===== src/rtl/comp_capture_pkg.sv =====
// Shared types and defaults for the comparator event counter / serial readout.
package comp_capture_pkg;

    localparam int N_CH_DEF  = 8;
    localparam int CNT_W_DEF = 8;

    typedef enum logic [1:0] {
        IDLE  = 2'd0,
        LOAD  = 2'd1,
        SHIFT = 2'd2,
        DONE  = 2'd3
    } state_t;

    // Width of a counter that must reach n-1; never narrower than one bit.
    function automatic int bcnt_w(input int n);
        return (n <= 2) ? 1 : $clog2(n);
    endfunction

endpackage


===== src/rtl/comp_sync.sv =====
// Per-channel 2-flop synchronizer and rising-edge detector.
// With COMP_GLITCH_FILTER_EN a stability stage drops single-cycle pulses (+1 cycle latency).
module comp_sync
    import comp_capture_pkg::*;
(
    input  logic clk,
    input  logic rst,
    input  logic comp,
    output logic rise
);

    logic s1, s2, prev;

`ifdef COMP_GLITCH_FILTER_EN
    logic s3, filt;

    // A synchronized value is accepted once it has been seen on two consecutive cycles.
    assign filt = (s2 == s3) ? s2 : prev;

    always_ff @(posedge clk or posedge rst) begin
        if (rst) begin
            s1   <= 1'b0;
            s2   <= 1'b0;
            s3   <= 1'b0;
            prev <= 1'b0;
        end else begin
            s1   <= comp;
            s2   <= s1;
            s3   <= s2;
            prev <= filt;
        end
    end

    assign rise = filt & ~prev;
`else
    always_ff @(posedge clk or posedge rst) begin
        if (rst) begin
            s1   <= 1'b0;
            s2   <= 1'b0;
            prev <= 1'b0;
        end else begin
            s1   <= comp;
            s2   <= s1;
            prev <= s2;
        end
    end

    assign rise = s2 & ~prev;
`endif

endmodule


===== src/rtl/comp_capture.sv =====
// Comparator bank event counters with snapshot-and-clear and MSB-first serial readout.
// Optional glitch filter in the synchronizers: define COMP_GLITCH_FILTER_EN.
module comp_capture
    import comp_capture_pkg::*;
#(
    parameter int N_CH  = N_CH_DEF,
    parameter int CNT_W = CNT_W_DEF
) (
    input  logic            wb_clk_i,
    input  logic            wb_rst_i,
    input  logic [N_CH-1:0] comp_i,
    input  logic            en_i,
    input  logic            start_i,
    output logic            sdo_o,
    output logic            sdo_valid_o,
    output logic            busy_o,
    output logic            done_o,
    output logic            ovf_o
);

    localparam int TOT = N_CH * CNT_W;
    localparam int BW  = bcnt_w(TOT);
    localparam logic [CNT_W-1:0] CMAX = {CNT_W{1'b1}};

    logic [N_CH-1:0]             rise;
    logic [N_CH-1:0][CNT_W-1:0]  cnt;
    logic [N_CH-1:0]             sat;
    logic [TOT-1:0]              flat;
    logic [TOT-1:0]              shadow;
    logic [BW-1:0]               bitcnt;
    state_t                      state;

    for (genvar g = 0; g < N_CH; g++) begin : g_ch
        comp_sync u_sync (
            .clk  (wb_clk_i),
            .rst  (wb_rst_i),
            .comp (comp_i[g]),
            .rise (rise[g])
        );
    end

    // Channel N_CH-1 lands in the top bits, so a left shift gives the readout order.
    assign flat = cnt;

    // An edge arriving in LOAD is the first event of the new window.
    always_ff @(posedge wb_clk_i or posedge wb_rst_i) begin
        if (wb_rst_i) begin
            cnt <= '0;
            sat <= '0;
        end else begin
            for (int i = 0; i < N_CH; i++) begin
                if (state == LOAD) begin
                    cnt[i] <= (rise[i] && en_i) ? CNT_W'(1) : '0;
                    sat[i] <= 1'b0;
                end else if (rise[i] && en_i && cnt[i] != CMAX) begin
                    cnt[i] <= cnt[i] + CNT_W'(1);
                    if (cnt[i] == CMAX - CNT_W'(1))
                        sat[i] <= 1'b1;
                end
            end
        end
    end

    always_ff @(posedge wb_clk_i or posedge wb_rst_i) begin
        if (wb_rst_i) begin
            state       <= IDLE;
            shadow      <= '0;
            bitcnt      <= '0;
            sdo_o       <= 1'b0;
            sdo_valid_o <= 1'b0;
            busy_o      <= 1'b0;
            done_o      <= 1'b0;
            ovf_o       <= 1'b0;
        end else begin
            case (state)
                IDLE: begin
                    done_o <= 1'b0;
                    if (start_i) begin
                        state  <= LOAD;
                        busy_o <= 1'b1;
                    end
                end
                LOAD: begin
                    // First bit goes straight out; the shadow keeps the remainder.
                    sdo_o       <= flat[TOT-1];
                    shadow      <= {flat[TOT-2:0], 1'b0};
                    sdo_valid_o <= 1'b1;
                    bitcnt      <= '0;
                    ovf_o       <= |sat;
                    state       <= SHIFT;
                end
                SHIFT: begin
                    if (bitcnt == BW'(TOT - 1)) begin
                        sdo_o       <= 1'b0;
                        sdo_valid_o <= 1'b0;
                        done_o      <= 1'b1;
                        state       <= DONE;
                    end else begin
                        sdo_o  <= shadow[TOT-1];
                        shadow <= {shadow[TOT-2:0], 1'b0};
                        bitcnt <= bitcnt + BW'(1);
                    end
                end
                DONE: begin
                    done_o <= 1'b0;
                    busy_o <= 1'b0;
                    state  <= IDLE;
                end
                default: state <= IDLE;
            endcase
        end
    end

endmodule


===== config.mk =====
export PLATFORM = sky130hd
export DESIGN_NAME = comp_capture
export DESIGN_NICKNAME = d
export VERILOG_FILES = /design/src/rtl/comp_capture_pkg.sv /design/src/rtl/comp_sync.sv /design/src/rtl/comp_capture.sv
export SDC_FILE = /design/constraint.sdc
export NUM_CORES = 1
export LEC_CHECK = 0
export CORE_ASPECT_RATIO = 1.25
export CORE_UTILIZATION = 65
export DETAILED_ROUTE_END_ITERATION = 7
export PLACE_DENSITY = 0.88
export SLEW_MARGIN = 20
export SYNTH_ARGS = -nofsm -noshare
export SYNTH_HDL_FRONTEND = slang
export SYNTH_SLANG_ARGS = --single-unit

===== constraint.sdc =====
create_clock -name wb_clk_i -period 7.98 [get_ports wb_clk_i]
set_input_delay 0.798 -clock wb_clk_i [delete_from_list [all_inputs] [get_ports wb_clk_i]]
set_output_delay 0.798 -clock wb_clk_i [all_outputs]
set_load 0.02 [all_outputs]

==> reports/metrics.yaml, run 1 <==
run_status:
  outcome: "complete, no violations"
placement:
  dpl-instance-area_um2: 8916
  gp_congestion: 0.8826
  portBuffers: 16
  dp_hpwl_mm: 11.01
power:
  power_switching_share_pct: 37.54
  internal_power_uw: 2043
  p_seq_share_pct: 41.4
  switching_power_uw: 1228
  power_leakage_uw: 0.003932
  finalPower_uw: 3272
  irDropWorstVdd_mv: 0.2086
  power_frac_comb_pct: 33.6
  clkPwrFrac_pct: 25.0
  power_density_nw_per_um2: 344.5
critical_path:
  crit_chain: "inv_1, ha_4, buf_4, nand2_1, o22ai_1, nor2_1"
  worstPathArrival_ps: 3480
  path_max_fanout: 94
  crit_path_end_kind: "flip-flop"
  crit_type: "reg -> reg"
  crit_required_ps: 8300
  worst_path_max_delay_cell: "buf_4"
  critPathLaunchType: "flip-flop"
  slowest_delay_ps: 820
synthesis:
  synthFlopType: "dfrtp_1"
  synth_xor_area_share_pct: 0.5025
  synthAdderAreaFrac_pct: 3.015
  synth_edf_count: 0
  ys_seq_elements: 172
  synth_top_area_share_pct: 49.39
  ys_seq_area_share_pct: 49.39
  synth_cell_types: 55
  syn_area_um2: 8715
  avgSynthCellArea_um2: 9.271
  yosysWarnings: 0
  yosys-top-cells-area: "dfrtp_1 49%, a211oi_1 6.5%, nand2_1 6.3%"
  synth_compound_area_share_pct: 18.32
  synth_top_area_cell: "dfrtp_1"
  synth_top_family_by_area: "simple AND/OR/NAND/NOR gates"
  ys_async_sr_fraction_pct: 100.0
  synth_cells: 940
  muxShareOfSynthArea_pct: 1.450
  synthSimpleGateAreaFrac_pct: 23.22
  synth_fp_nets: 973
die:
  fp.dieH_um: 131.5
  start_util_pct: 67.60
  rows: 46
  ios: 17
  core_area_um2: 12890
  die_x_um: 105.6
  die_area_um2: 13880
routing:
  first_pass_iters: 5
  wl_per_cell_um: 16.30
  drt-initial-drc-count: 566
  routed_wirelength_mm: 17.94
  ant_nets: 0
  vias_per_cell: 6.395
  remaining_drc_errors: 0
  vias: 7041
timing:
  maxSlewViolCount: 0
  fin_tns_setup_ps: 0
  fin_crit_ps: 3151
  worst_pin_slew_ps: 928.4
  fin_skew_ps: 9.934
  rsz0062_at_grt: "no"
  hold_violations: 0
  setup_viol: 0
  post-route-period-util_pct: 39.49
  slew_headroom_pct: 38.11
  fmax_ghz: 0.3174
flow_run:
  drv_cap: 0
layout:
  fin_util_pct: 73.67
  design_area_um2: 9498
  final_common_cell: "dfrtp_1"
  antenna_cells: 0
  syn2layout_area_growth_pct: 8.988
  final_cell_mix: "172 x dfrtp_1, 146 x nand2_1, 75 x a211oi_1, 73 x nor2_1, 68 x a31oi_1"
  nets: 953
  n_fill_cell: 897
  layout-drive-gt1-share_pct: 5.359
clock_tree:
  cts_root_buffer: "clkbuf_16"
  ctsHoldBuffers: 0
  clkTransAtPathRegs_ps: 70
  clock-sinks: 172
  h-tree-depth: 4
  tritoncts: "built"
  cts_buffers: 17
  cts_resized: 0
  clk_path_buf_depth: 2
  clkLatencyLatePin_ps: 440
  postCtsSetupBuffers: 0
grt:
  grt_max_degree: 95
  grt_pass1_wl_mm: 30.75
  track_usage_pct: 27.42
  antenna_found_initial: 0
  grt_pass1_vias: 6675
  grt-ovfl-total: 0
worst_hold_path:
  hold_class: "reg -> reg"
per-layer routing:
layer | wire length (um) | track usage [%] | vias to the layer above | share of wire, %
met3 | 784 | 5.804 | 25 | 4.4
li1 | - | - | 3370 | -
met1 | 7896 | 35.66 | 3453 | 44
met2 | 8918 | 45.03 | 193 | 50
met4 | 345 | 10.65 | 0 | 1.9
met5 | 0 | 0 | - | 0
sequential cells by signal (all words and copies together) (netlist names):
register and flops:
g_ch.u_sync.prev 8, g_ch.u_sync.s2 8, busy_o 1, sdo_valid_o 1, sat 8, state 2, bitcnt 6, done_o 1
ovf_o 1, shadow 63, sdo_o 1, cnt 64, g_ch.u_sync.s1 8
power by group through the flow:
stage          Clock [uW]  Combinational [uW]  Sequential, uW
4_1_cts               823                1100            1350
3_3_place_gp            0                1040            1350
3_5_place_dp            0                1090            1360
6_report              817                1100            1360
2_1_floorplan           0                 892            1300
5_1_grt               861                1240            1390
cell usage after synthesis, types with 2 or more instances:
master / number
nand2b_1: 2
buf_2: 10
nand4b_1: 3
nand4_1: 12
ha_1: 21
nor2b_1: 60
and4b_1: 3
a211oi_1: 75
dfrtp_1: 172
o22ai_1: 9
nand3_1: 22
mux2i_1: 7
xnor2_1: 5
clkbuf_1: 47
a21oi_1: 38
buf_6: 2
and4_1: 11
nor3_1: 35
nor2_1: 74
nand3b_1: 8
a31oi_1: 68
and3_1: 7
nand2_1: 146
nor4bb_1: 2
mux2_2: 4
and3b_1: 9
inv_1: 24
o21ai_0: 13
a41oi_1: 11
o31ai_1: 2
a311oi_1: 2
o211ai_1: 2
nor3b_1: 3
buf_1: 2
nor4_1: 9
metrics by stage:
step	std cells	setup WS, ps	hold WS, ps
after floorplan	940	2522	331.2
after global placement	1069	4873	331.4
after detailed placement	1069	4879	339.5
after CTS	1101	4881	353.0
after global routing	1101	4567	363.6
final	1101	4829	352.0
critical path, delay by kind of cell, from the launching register on:
family | cells | cell delay [ps]
and+or+nand+nor | 2 | 540
adders and majority gates | 1 | 750
buffers and inverters | 2 | 980
AOI/OAI and AO/OA | 1 | 270
DFF | 1 | 430
cell families (layout without fill, tap and decap cells):
| group | Yosys count | count (layout) |
|---|---|---|
| simple gates | 408 | 408 |
| compound gates | 235 | 235 |
| flops | 172 | 172 |
| buf+inv | 87 | 80 |
| fa+ha+maj | 21 | 21 |
| mux | 12 | 12 |
| xor+xnor | 5 | 5 |
layout make-up:
class                      count  area, um2  area share [%]
sequential                   172       4304           45.32
tap                          168      210.2           2.213
multi-input combinational    681       4090           43.06
clock buffer                  19      442.9           4.663
inverter                      25      98.84           1.041
timing repair buffer          23      212.7           2.239
clock inverter                13      138.9           1.462
final timing paths:
kind                                    from                end  slack (ps)  cells past startpoint
max in group asynchronous           wb_rst_i         shadow[42]        5430                      4
hold / removal             g_ch[4].u_sync.s1  g_ch[4].u_sync.s2         350                      0
setup reg to reg                    state[1]         shadow[63]        4830                      6
setup / recovery                    state[1]         shadow[63]        4830                      6
min in group asynchronous           wb_rst_i             cnt[5]         840                      2
hold reg to reg            g_ch[4].u_sync.s1  g_ch[4].u_sync.s2         350                      0
(Power assumes the default switching activity.)
==> run 2, diff against run 1 <==
CORE_UTILIZATION = 56   (was 65)
PLACE_DENSITY = 0.81   (was 0.88)
clock period = 2.57 ns   (was 7.98 ns; I/O delays follow)
==> run 2 against run 1 <==
Effect of this change: wire length decreased by 2.4%; clock-buffer cell count is 2 higher; clock power increased to 3.2 times the previous value; combinational power increased to 3.2 times the previous value; via count shrank 1.1%; sequential share of layout area decreased by 0.94 points; critical path depth is the same; critical path type unchanged; critical endpoint is now shadow[9]; largest cell class unchanged.
==> reports/metrics.yaml, run 2 (synthesis gave the netlist of run 1 again) <==
critical_path:
  crit_path_end_kind: "flip-flop"
  critPathLaunchType: "flip-flop"
  worst_path_max_delay_cell: "dfrtp_1"
  r2r_slack_ps: 660  # -4170 ps
  reg2reg_depth: 6  # unchanged
  r2r_end: "shadow[9]"
  crit_required_ps: 2870  # -5430 ps
  path_max_fanout: 130  # +38%
  crit_type: "reg -> reg"
  crit_buf_inv: 2  # unchanged
  cp-startpoint: "state[1]"
  cp.depth: 6  # unchanged
  worstPathArrival_ps: 2200  # -1280 ps
  crit_end: "shadow[9]"
  crit_chain: "inv_1, ha_4, buf_12, nor2b_1, a211oi_1, a31oi_1"
  slowest_delay_ps: 430  # -390 ps
  crit_family: "buffers and inverters"
  r2r-start: "state[1]"
clock_tree:
  clock-sinks: 172  # unchanged
  h-tree-depth: 4  # unchanged
  tritoncts: "built"
  clkTransAtPathRegs_ps: 70  # about the same
  cts_buffers: 17  # unchanged
  clk_path_buf_depth: 2  # unchanged
  clkLatencyLatePin_ps: 440  # about the same
  cts_resized: 0  # unchanged
  cts_root_buffer: "clkbuf_16"
  ctsHoldBuffers: 0  # unchanged
  postCtsSetupBuffers: 0  # unchanged
layout:
  n_fill_cell: 1179  # +31%
  syn2layout_area_growth_pct: 11.30
  regArea_um2: 4304  # unchanged
  layout-drive-gt1-share_pct: 5.757  # +0.40 points
  final_cell_mix: "172 x dfrtp_1, 146 x nand2_1, 75 x a211oi_1, 73 x nor2_1, 68 x a31oi_1"
  antenna_cells: 0  # unchanged
  final_cells: 1146  # +4.1%
  largest_reg_flops: 64  # unchanged
  nets: 959  # +0.63%
  top_register: "cnt"
  top_regs: "cnt: 64 flops, shadow: 63 flops"
  multiInputGateArea_um2: 4090  # unchanged
  final_common_cell: "dfrtp_1"
power:
  power_density_nw_per_um2: 1061  # +210%
  power_leakage_uw: 0.003991  # +1.5%
  irDropWorstVdd_mv: 0.6140  # +190%
  finalPower_uw: 10290  # +210%
flow_run:
  drv_cap: 0  # unchanged
routing:
  remaining_drc_errors: 0  # unchanged
  vias: 6967  # -1.1%
  vias_per_cell: 6.079  # -4.9%
  wl_per_cell_um: 15.28  # -6.2%
  first_pass_iters: 5  # unchanged
  routed_wirelength_mm: 17.52  # -2.4%
  drt-initial-drc-count: 542  # -4.2%
  ant_nets: 0  # unchanged
die:
  die_area_um2: 16070  # +16%
  rows: 50  # +8.7%
  start_util_pct: 57.80  # -9.8 points
  ios: 17  # unchanged
  fp.dieH_um: 141.5  # +7.6%
  core_area_um2: 15080  # +17%
  die_x_um: 113.6  # +7.6%
timing:
  rsz0062_at_grt: "no"
  post-route-period-util_pct: 74.23  # +35 points
  fin_skew_ps: 10.06  # +0.1268 ps
  worst_pin_slew_ps: 553.9  # -374.5 ps
  maxSlewViolCount: 0  # unchanged
  fin_crit_ps: 1908  # -1243 ps
  fin_tns_setup_ps: 0  # unchanged
  slew_headroom_pct: 63.08  # +25 points
  fin_hold_ws_ps: 213.7  # -138.3 ps
  fmax_ghz: 0.5242  # +65%
  hold_violations: 0  # unchanged
  setup_viol: 0  # unchanged
grt:
  track_usage_pct: 23.73  # -3.7 points
  antenna_found_initial: 0  # unchanged
  grt-ovfl-total: 0  # unchanged
  grt_max_degree: 131  # +38%
  grt_pass1_vias: 6722  # +0.70%
  grt_pass1_wl_mm: 30.99  # +0.78%
placement:
  portBuffers: 16  # unchanged
  dp_hpwl_mm: 11.14  # +1.2%
  gp_congestion: 0.8421  # -4.6%
  dpl.cell_count: 1115  # +4.3%
run_status:
  outcome: "complete, no violations"
worst_hold_path:
  hold_class: "in -> async"
[run 2: cell count changes in the layout (fill, tap and decap cells not counted), sizes merged]
cell / change
clkinvlp: +1
inv: -5
bufinv: +1
buf: +6
clkbuf: +2
[run 2: how the worst min path moves through the flow]
stage                           start  slack, ps  depth (start not counted)           endpoint
floorplan                   comp_i[0]        290                          0  g_ch[0].u_sync.s1
global placement    g_ch[0].u_sync.s1        330                          0  g_ch[0].u_sync.s2
detailed placement  g_ch[3].u_sync.s1        330                          0  g_ch[3].u_sync.s2
CTS                          wb_rst_i        220                          2         shadow[52]
global route                 wb_rst_i        240                          2         shadow[52]
finish                       wb_rst_i        210                          2         shadow[52]
[run 2: final cells by class]
cell class / count / area share (%)
multi-input cells: 681 / 42.17
flip-flops and latches: 172 / 44.38
clock buffers: 21 / 4.747
clock inverters: 10 / 1.458
well taps: 208 / 2.683
repair buffers: 29 / 3.560
inverters: 25 / 1.006
[run 2: routing by layer]
metal	track usage (%)	up-vias	share of wire, %
met1	30.63	3423	45
met5	0	-	0
met2	39.79	120	50
met3	3.973	30	3.0
met4	9.488	0	1.8
li1	-	3394	-
[run 2: where the power goes]
group          switching, uW  total, uW  internal (uW)  leakage, uW
sequential               664       4170           3510      0.00216
clock                   1040       2610           1570     0.000289
combinational           2050       3510           1460      0.00154
total                   3750      10300           6540      0.00399
[run 2: metrics by stage]
stage	instance area, um2	util, %	setup WS [ps]
2_1_floorplan	8718	-	116.3
3_3_place_gp	9097	60.34	341.3
3_5_place_dp	9097	60.34	318.0
4_1_cts	9699	64.33	643.1
5_1_grt	9699	64.33	417.0
6_report	9699	64.33	662.2
